**config.mk**
```make
export PLATFORM = sky130hd
export DESIGN_NAME = pipelined_decoder
export DESIGN_NICKNAME = d
export VERILOG_FILES = /design/src/rtl/pipelined_decoder_pkg.sv /design/src/rtl/pipelined_decoder_dec_fifo.sv /design/src/rtl/pipelined_decoder.sv
export SDC_FILE = /design/constraint.sdc
export NUM_CORES = 1
export LEC_CHECK = 0
export BUFFER_PORTS_ARGS = -buffer_cell sky130_fd_sc_hd__buf_2
export CAP_MARGIN = 20
export CORE_ASPECT_RATIO = 1.5
export CORE_MARGIN = 1.5
export CORE_UTILIZATION = 40
export CTS_CLUSTER_SIZE = 24
export DETAILED_ROUTE_END_ITERATION = 16
export HOLD_SLACK_MARGIN = 0.03
export SYNTH_ARGS = -nofsm -noshare
export SYNTH_HDL_FRONTEND = slang
export SYNTH_HIERARCHICAL = 1
export SYNTH_SLANG_ARGS = --single-unit
```
**constraint.sdc**
```tcl
create_clock -name clk -period 4.3 [get_ports clk]
set_input_delay 0.215 -clock clk [delete_from_list [all_inputs] [get_ports clk]]
set_output_delay 0.215 -clock clk [all_outputs]
set_load 0.02 [all_outputs]
```
**src/rtl/pipelined_decoder_pkg.sv**
```systemverilog
// Shared RV32I decode constants: opcodes, one-hot instruction-format codes,
// decoded-field widths and the opcode-to-format lookup.
package pipelined_decoder_pkg;

  localparam logic [6:0] OPC_CAL_R  = 7'b0110011;
  localparam logic [6:0] OPC_JALR   = 7'b1100111;
  localparam logic [6:0] OPC_LOAD   = 7'b0000011;
  localparam logic [6:0] OPC_CAL_I  = 7'b0010011;
  localparam logic [6:0] OPC_STORE  = 7'b0100011;
  localparam logic [6:0] OPC_BRANCH = 7'b1100011;
  localparam logic [6:0] OPC_LUI    = 7'b0110111;
  localparam logic [6:0] OPC_AUIPC  = 7'b0010111;
  localparam logic [6:0] OPC_JAL    = 7'b1101111;

  // One-hot instruction format codes
  localparam logic [6:0] OPT_R = 7'b0000001;
  localparam logic [6:0] OPT_I = 7'b0000010;
  localparam logic [6:0] OPT_S = 7'b0000100;
  localparam logic [6:0] OPT_B = 7'b0001000;
  localparam logic [6:0] OPT_U = 7'b0010000;
  localparam logic [6:0] OPT_J = 7'b0100000;
  localparam logic [6:0] OPT_X = 7'b1000000;

  // Decoded bundle bits excluding PC and immediate:
  // funct7 + funct3 + opcode + rs1 + rs2 + rd + op_type + illegal
  localparam int FIELDS_W = 7 + 3 + 7 + 5 + 5 + 5 + 7 + 1;

  function automatic logic [6:0] op_type_of(input logic [6:0] opc);
    logic [6:0] t;
    case (opc)
      OPC_CAL_R:                      t = OPT_R;
      OPC_JALR, OPC_LOAD, OPC_CAL_I:  t = OPT_I;
      OPC_STORE:                      t = OPT_S;
      OPC_BRANCH:                     t = OPT_B;
      OPC_LUI, OPC_AUIPC:             t = OPT_U;
      OPC_JAL:                        t = OPT_J;
      default:                        t = OPT_X;
    endcase
    return t;
  endfunction

endpackage

```
**src/rtl/pipelined_decoder_dec_fifo.sv**
```systemverilog
// Generic synchronous FIFO with synchronous flush. The read side shows the
// head entry while non-empty and holds the last shown value while empty.
//
// Handshake: a transfer happens on a rising edge where valid && ready are
// both high; valid never depends on ready. wr_ready = count < DEPTH and
// rd_valid = count != 0 come from registered state only. flush blocks both
// transfers in its cycle and empties the FIFO at that edge.
module dec_fifo #(
  parameter int               WIDTH     = 8,
  parameter int               DEPTH     = 2,
  parameter logic [WIDTH-1:0] RESET_VAL = '0
) (
  input  logic             clk,
  input  logic             rst_n,
  input  logic             flush,
  input  logic             wr_valid,
  output logic             wr_ready,
  input  logic [WIDTH-1:0] wr_data,
  output logic             rd_valid,
  input  logic             rd_ready,
  output logic [WIDTH-1:0] rd_data
);

  localparam int PTR_W = $clog2(DEPTH);
  localparam int CNT_W = PTR_W + 1;

  logic [WIDTH-1:0] mem_q [DEPTH];
  logic [WIDTH-1:0] mem_d [DEPTH];
  logic [PTR_W-1:0] wr_ptr_q, wr_ptr_d;
  logic [PTR_W-1:0] rd_ptr_q, rd_ptr_d;
  logic [CNT_W-1:0] count_q, count_d;
  logic [WIDTH-1:0] hold_q, hold_d;
  logic             push, pop;

  assign wr_ready = (count_q < CNT_W'(DEPTH));
  assign rd_valid = (count_q != '0);
  assign rd_data  = rd_valid ? mem_q[rd_ptr_q] : hold_q;

  // Next-state for storage, pointers (wrap modulo DEPTH), count and hold copy
  always_comb begin
    mem_d    = mem_q;
    wr_ptr_d = wr_ptr_q;
    rd_ptr_d = rd_ptr_q;
    count_d  = count_q;
    hold_d   = rd_data;
    push     = wr_valid && wr_ready && !flush;
    pop      = rd_valid && rd_ready && !flush;
    if (flush) begin
      wr_ptr_d = '0;
      rd_ptr_d = '0;
      count_d  = '0;
    end else begin
      if (push) begin
        mem_d[wr_ptr_q] = wr_data;
        wr_ptr_d        = wr_ptr_q + PTR_W'(1);
      end
      if (pop) begin
        rd_ptr_d = rd_ptr_q + PTR_W'(1);
      end
      case ({push, pop})
        2'b10:   count_d = count_q + CNT_W'(1);
        2'b01:   count_d = count_q - CNT_W'(1);
        default: count_d = count_q;
      endcase
    end
  end

  // State registers, cleared asynchronously
  always_ff @(posedge clk or negedge rst_n) begin
    if (!rst_n) begin
      for (int i = 0; i < DEPTH; i++) mem_q[i] <= RESET_VAL;
      wr_ptr_q <= '0;
      rd_ptr_q <= '0;
      count_q  <= '0;
      hold_q   <= RESET_VAL;
    end else begin
      mem_q    <= mem_d;
      wr_ptr_q <= wr_ptr_d;
      rd_ptr_q <= rd_ptr_d;
      count_q  <= count_d;
      hold_q   <= hold_d;
    end
  end

endmodule

```
**src/rtl/pipelined_decoder.sv**
```systemverilog
// Registered, handshaked RV32I instruction decoder. Decodes in_inst
// combinationally, queues the decoded bundle with its PC, and presents the
// head bundle to EX over valid/ready. flush discards everything queued plus
// the instruction offered in the same cycle.
module pipelined_decoder
  import pipelined_decoder_pkg::*;
#(
  parameter int INST_WIDTH = 32,
  parameter int DATA_WIDTH = 32,
  parameter int ADDR_WIDTH = 32,
  parameter int DEPTH      = 2
) (
  input  logic                  clk,
  input  logic                  rst_n,
  input  logic                  in_valid,
  output logic                  in_ready,
  input  logic [INST_WIDTH-1:0] in_inst,
  input  logic [ADDR_WIDTH-1:0] in_pc,
  input  logic                  flush,
  output logic                  out_valid,
  input  logic                  out_ready,
  output logic [ADDR_WIDTH-1:0] out_pc,
  output logic [6:0]            funct7,
  output logic [2:0]            funct3,
  output logic [6:0]            opcode,
  output logic [4:0]            rs1,
  output logic [4:0]            rs2,
  output logic [4:0]            rd,
  output logic [DATA_WIDTH-1:0] imm,
  output logic [6:0]            OP_type,
  output logic                  illegal
);

  localparam int BUNDLE_W = ADDR_WIDTH + DATA_WIDTH + FIELDS_W;

  typedef struct packed {
    logic [ADDR_WIDTH-1:0] pc;
    logic [6:0]            funct7;
    logic [2:0]            funct3;
    logic [6:0]            opcode;
    logic [4:0]            rs1;
    logic [4:0]            rs2;
    logic [4:0]            rd;
    logic [DATA_WIDTH-1:0] imm;
    logic [6:0]            op_type;
    logic                  illegal;
  } bundle_t;

  // Reset bundle: every field zero except op_type = X (bits [7:1])
  localparam logic [BUNDLE_W-1:0] RESET_BUNDLE = {{(BUNDLE_W-8){1'b0}}, OPT_X, 1'b0};

  bundle_t     dec_b;
  bundle_t     head;
  logic [31:0] inst;
  logic [31:0] imm32;
  logic [6:0]  raw_type;
  logic        bad;

  assign inst = in_inst[31:0];

  // Combinational decode of the offered instruction into a bundle
  always_comb begin
    dec_b        = '0;
    dec_b.pc     = in_pc;
    dec_b.funct7 = inst[31:25];
    dec_b.funct3 = inst[14:12];
    dec_b.opcode = inst[6:0];
    dec_b.rs1    = inst[19:15];
    dec_b.rs2    = inst[24:20];
    dec_b.rd     = inst[11:7];
    raw_type     = op_type_of(inst[6:0]);
    bad = (inst[1:0] != 2'b11) || (raw_type == OPT_X)
       || ((inst[6:0] == OPC_JALR)   && (inst[14:12] != 3'd0))
       || ((inst[6:0] == OPC_LOAD)   && ((inst[14:12] == 3'd3) || (inst[14:12] >= 3'd6)))
       || ((inst[6:0] == OPC_STORE)  && (inst[14:12] > 3'd2))
       || ((inst[6:0] == OPC_BRANCH) && ((inst[14:12] == 3'd2) || (inst[14:12] == 3'd3)))
       || ((inst[6:0] == OPC_CAL_R)  && (inst[31:25] != 7'h00) && (inst[31:25] != 7'h20))
       || ((inst[6:0] == OPC_CAL_R)  && (inst[31:25] == 7'h20)
           && (inst[14:12] != 3'd0) && (inst[14:12] != 3'd5));
    // Illegal encodings travel as format X with a zero immediate
    dec_b.illegal = bad;
    dec_b.op_type = bad ? OPT_X : raw_type;
    case (dec_b.op_type)
      OPT_I:   imm32 = {{20{inst[31]}}, inst[31:20]};
      OPT_S:   imm32 = {{20{inst[31]}}, inst[31:25], inst[11:7]};
      OPT_B:   imm32 = {{19{inst[31]}}, inst[31], inst[7], inst[30:25], inst[11:8], 1'b0};
      OPT_U:   imm32 = {inst[31:12], 12'b0};
      OPT_J:   imm32 = {{11{inst[31]}}, inst[31], inst[19:12], inst[20], inst[30:21], 1'b0};
      default: imm32 = 32'd0;
    endcase
    dec_b.imm = DATA_WIDTH'($signed(imm32));
  end

  dec_fifo #(
    .WIDTH     (BUNDLE_W),
    .DEPTH     (DEPTH),
    .RESET_VAL (RESET_BUNDLE)
  ) u_fifo (
    .clk      (clk),
    .rst_n    (rst_n),
    .flush    (flush),
    .wr_valid (in_valid),
    .wr_ready (in_ready),
    .wr_data  (dec_b),
    .rd_valid (out_valid),
    .rd_ready (out_ready),
    .rd_data  (head)
  );

  assign out_pc  = head.pc;
  assign funct7  = head.funct7;
  assign funct3  = head.funct3;
  assign opcode  = head.opcode;
  assign rs1     = head.rs1;
  assign rs2     = head.rs2;
  assign rd      = head.rd;
  assign imm     = head.imm;
  assign OP_type = head.op_type;
  assign illegal = head.illegal;

endmodule

```
==> impl_results.md <==
* Syn Nets at around 1,100
* Placement Cell Area at 14,570 um2
* Setup Crit Path Kind: register to output pin
* Worst skew pair latency at 510 ps
* Post-Layout Inst Area at ~16,000 um2
* Commonest cells after routing, fill and taps aside: dfrtp_1 (312), buf_2 (173), mux2_2 (149)
* DRC at 0
* Setup_tns at 0 ps
* Setup Skew at 7.874 ps
* Crit path time final at 2879 ps
* Slowest-stage cell, CP: dfrtp_4
* Final setup violating endpoints at 0
* Post-CTS sizing at 0
* Seq cells post-synth at around 320
* RSZ-0062 raised after global routing: no
* Req. time, crit path at 4090 ps
* Fin nets at 1,311
* Crit path launch type: register
* CTS tree: done
* IO Pins at 175
* Row count at 81
* Pins Over Slew Limit at 0
* Most common cell after layout, fill and taps aside: dfrtp_1
* Path depth of the worst reg2reg path at 3
* Worst R2R Start: u_fifo/rd_ptr_q$_DFFE_PN0P_
* Root buf cell: clkbuf_16
* Ys Warns at 6
* PortBufs at 174
* Syn Area/Cell at 12.94 um2
* Grt total ovfl at 0
* Finished Layout Cells at 1,681
* Top delay family on crit path: flip-flops
* Worst Path Max Fanout at 46
* Antenna Diode Count at 0
* Placed cells at 1,567
* Clk buf depth at 3
* Layout cells sized above 1 at 31.99%
* First-pass GRT wire length at between 50 and 60 mm
* WHS Path Cells at 2
* Hold Path Origin: in_inst[23]
* Drt pass-1 iters at 4
* CP endpoint kind: output pin
* Pin count of the biggest net entering global routing at 117
* Max_slew headroom at 40.16%
* Routed vias/inst at 5.113
* WL/cell at 18.68 um
* HPWL Detailed at 20.01 mm
* Chip Height at 226.7 um
* Area growth, synth to finish at 21.53%
* CTS H-tree lvls at 2
* Slew of the pin with the lowest slew margin at 897.6 ps
* Max frequency at 0.3474 GHz
* Syn Inst Count at 1,031
* Chip width at approximately 150 um
* Crit path DAT at 2660 ps
* GPL Wtd Cong at about 0.81
* Mapped cell area at 13,350 um2
* Peak supply drop at 0.4289 mV
* Post-CTS Setup Bufs at 0
* Detail Route Antenna Nets at 0
* Hold Fails Final Rpt at 0
* GRT Overall Usage at 18.57%
* Clk pin slew, worst setup/hold paths at 60 ps
* Inserted Clock Buffers at 34
* Die area at 34,490 um2
* Clock sink count at 316
* Crit-path max cell delay at 950 ps
* Hold crit path type: input port to register
* Initial DRC Count at 379
* Pwr/cell area at 519.1 nW/um2
* Core area at 32,740 um2
* Initial antenna violation count at 0
* Outcome: complete, no violations
* Crit path cell chain: buf_12, mux2i_1, a21oi_1, buf_2
* Seq/Total Area, Yosys at about 60%
* Synth cell types at 49
* Leakage at 0.007248 uW
* Via count at between 8,000 and 9,000
* R2R Setup Slk at 2200 ps
* Max cap viols at 0
* CTS Hold Bufs at 54
* CP bufs+invs at 2
* Vias in the first global route at around 9,000
* Initial Util at 40.77%
* Hold EP: u_fifo/mem_q[48]$_DFFE_PN0P_
* Reg-to-reg endpoint: u_fifo/hold_q[67]$_DFF_PN0_
* Final WL at 31.41 mm
* Period Utilization, post-route at 66.95%
==> metrics by stage <==
step	setup slack, ps	total power, uW	utilization [%]	hold WS, ps
2_1_floorplan	2463	4974	-	-80.59
3_3_place_gp	1930	5548	44.52	366.9
3_5_place_dp	1927	5604	44.52	379.9
4_1_cts	1356	8568	49.54	30.14
5_1_grt	1205	8881	49.54	38.63
6_report	1421	8419	49.54	63.13
==> kinds of logic after synthesis <==
logic type / after synthesis / synth area share, %
XOR/XNOR: 3 / 0.1969
AND/OR/NAND/NOR: 179 / 5.963
buffers and inverters: 70 / 2.878
AO/OA/AOI/OAI: 149 / 6.169
multiplexers: 314 / 25.51
flip-flops: 316 / 59.28
==> synth_stat cells (all sizes together) <==
master   number  area share (%)
nand3         2           0.075
mux2i       105             7.9
or2           5            0.23
and3          1           0.047
dfstp         3            0.59
or3           1           0.084
nor3          6            0.26
dfrtp       313              59
xor2          3            0.20
mux2        209              18
and2          1           0.047
nor3b         2            0.15
buf          37             1.9
o21ai         7            0.26
nor2b         3            0.14
o31ai         2            0.11
nand4         3            0.25
a32oi         1           0.066
and4bb        1           0.094
and4b         1           0.075
a21oi       120             4.5
a31o          2            0.13
a311oi        1            0.11
a21boi        6            0.34
a22o          4            0.26
nand3b        1           0.056
a2bb2oi       2            0.18
nand2        34            0.96
nand2b        3            0.20
o21bai        1           0.056
clkbuf       27            0.77
o22ai         1           0.047
and4          1           0.066
a22oi         1           0.056
a31oi         1           0.047
nor2        113             3.2
nor4          1           0.047
inv           6            0.17
==> final cells by class <==
| cell class | count | area, um2 |
|---|---|---|
| repair buffers | 239 | 1592 |
| fillers | 2952 | 16520 |
| clock inverters | 11 | 83.83 |
| well taps | 415 | 519.2 |
| flip-flops and latches | 316 | 7915 |
| multi-input cells | 645 | 5065 |
| clock buffers | 49 | 1021 |
| inverters | 6 | 22.52 |
==> per-layer routing <==
metal	part of all wire [%]	vias to the layer above	global-route usage, %
met5	0	-	0
met4	2.5	0	6.170
met3	3.6	51	2.905
met2	53	201	33.88
met1	41	4312	22.26
li1	-	4031	-
==> state kept, by name, summed over array words and instances (netlist names) <==
register         count
u_fifo/rd_ptr_q      1
u_fifo/hold_q      104
u_fifo/mem_q       208
u_fifo/count_q       2
u_fifo/wr_ptr_q      1
==> power by group <==
group | switching (uW) | internal, uW | leakage (uW)
Combinational | 1010 | 711 | 0.00283
Sequential | 255 | 3580 | 0.00386
Clock | 1150 | 1710 | 0.000554
==> worst max path at each step <==
stage	from	endpoint	slack, ps	cells after the start
2_1_floorplan	in_inst[6]	u_fifo/mem_q[10]$_DFFE_PN0P_	2460	7
3_3_place_gp	u_fifo/rd_ptr_q$_DFFE_PN0P_	funct7[2]	1930	4
3_5_place_dp	u_fifo/rd_ptr_q$_DFFE_PN0P_	funct7[2]	1930	4
4_1_cts	u_fifo/rd_ptr_q$_DFFE_PN0P_	funct7[2]	1360	4
5_1_grt	u_fifo/count_q[1]$_DFFE_PN0P_	opcode[6]	1210	5
6_report	u_fifo/rd_ptr_q$_DFFE_PN0P_	funct7[2]	1420	4
(Power assumes the default switching activity.)
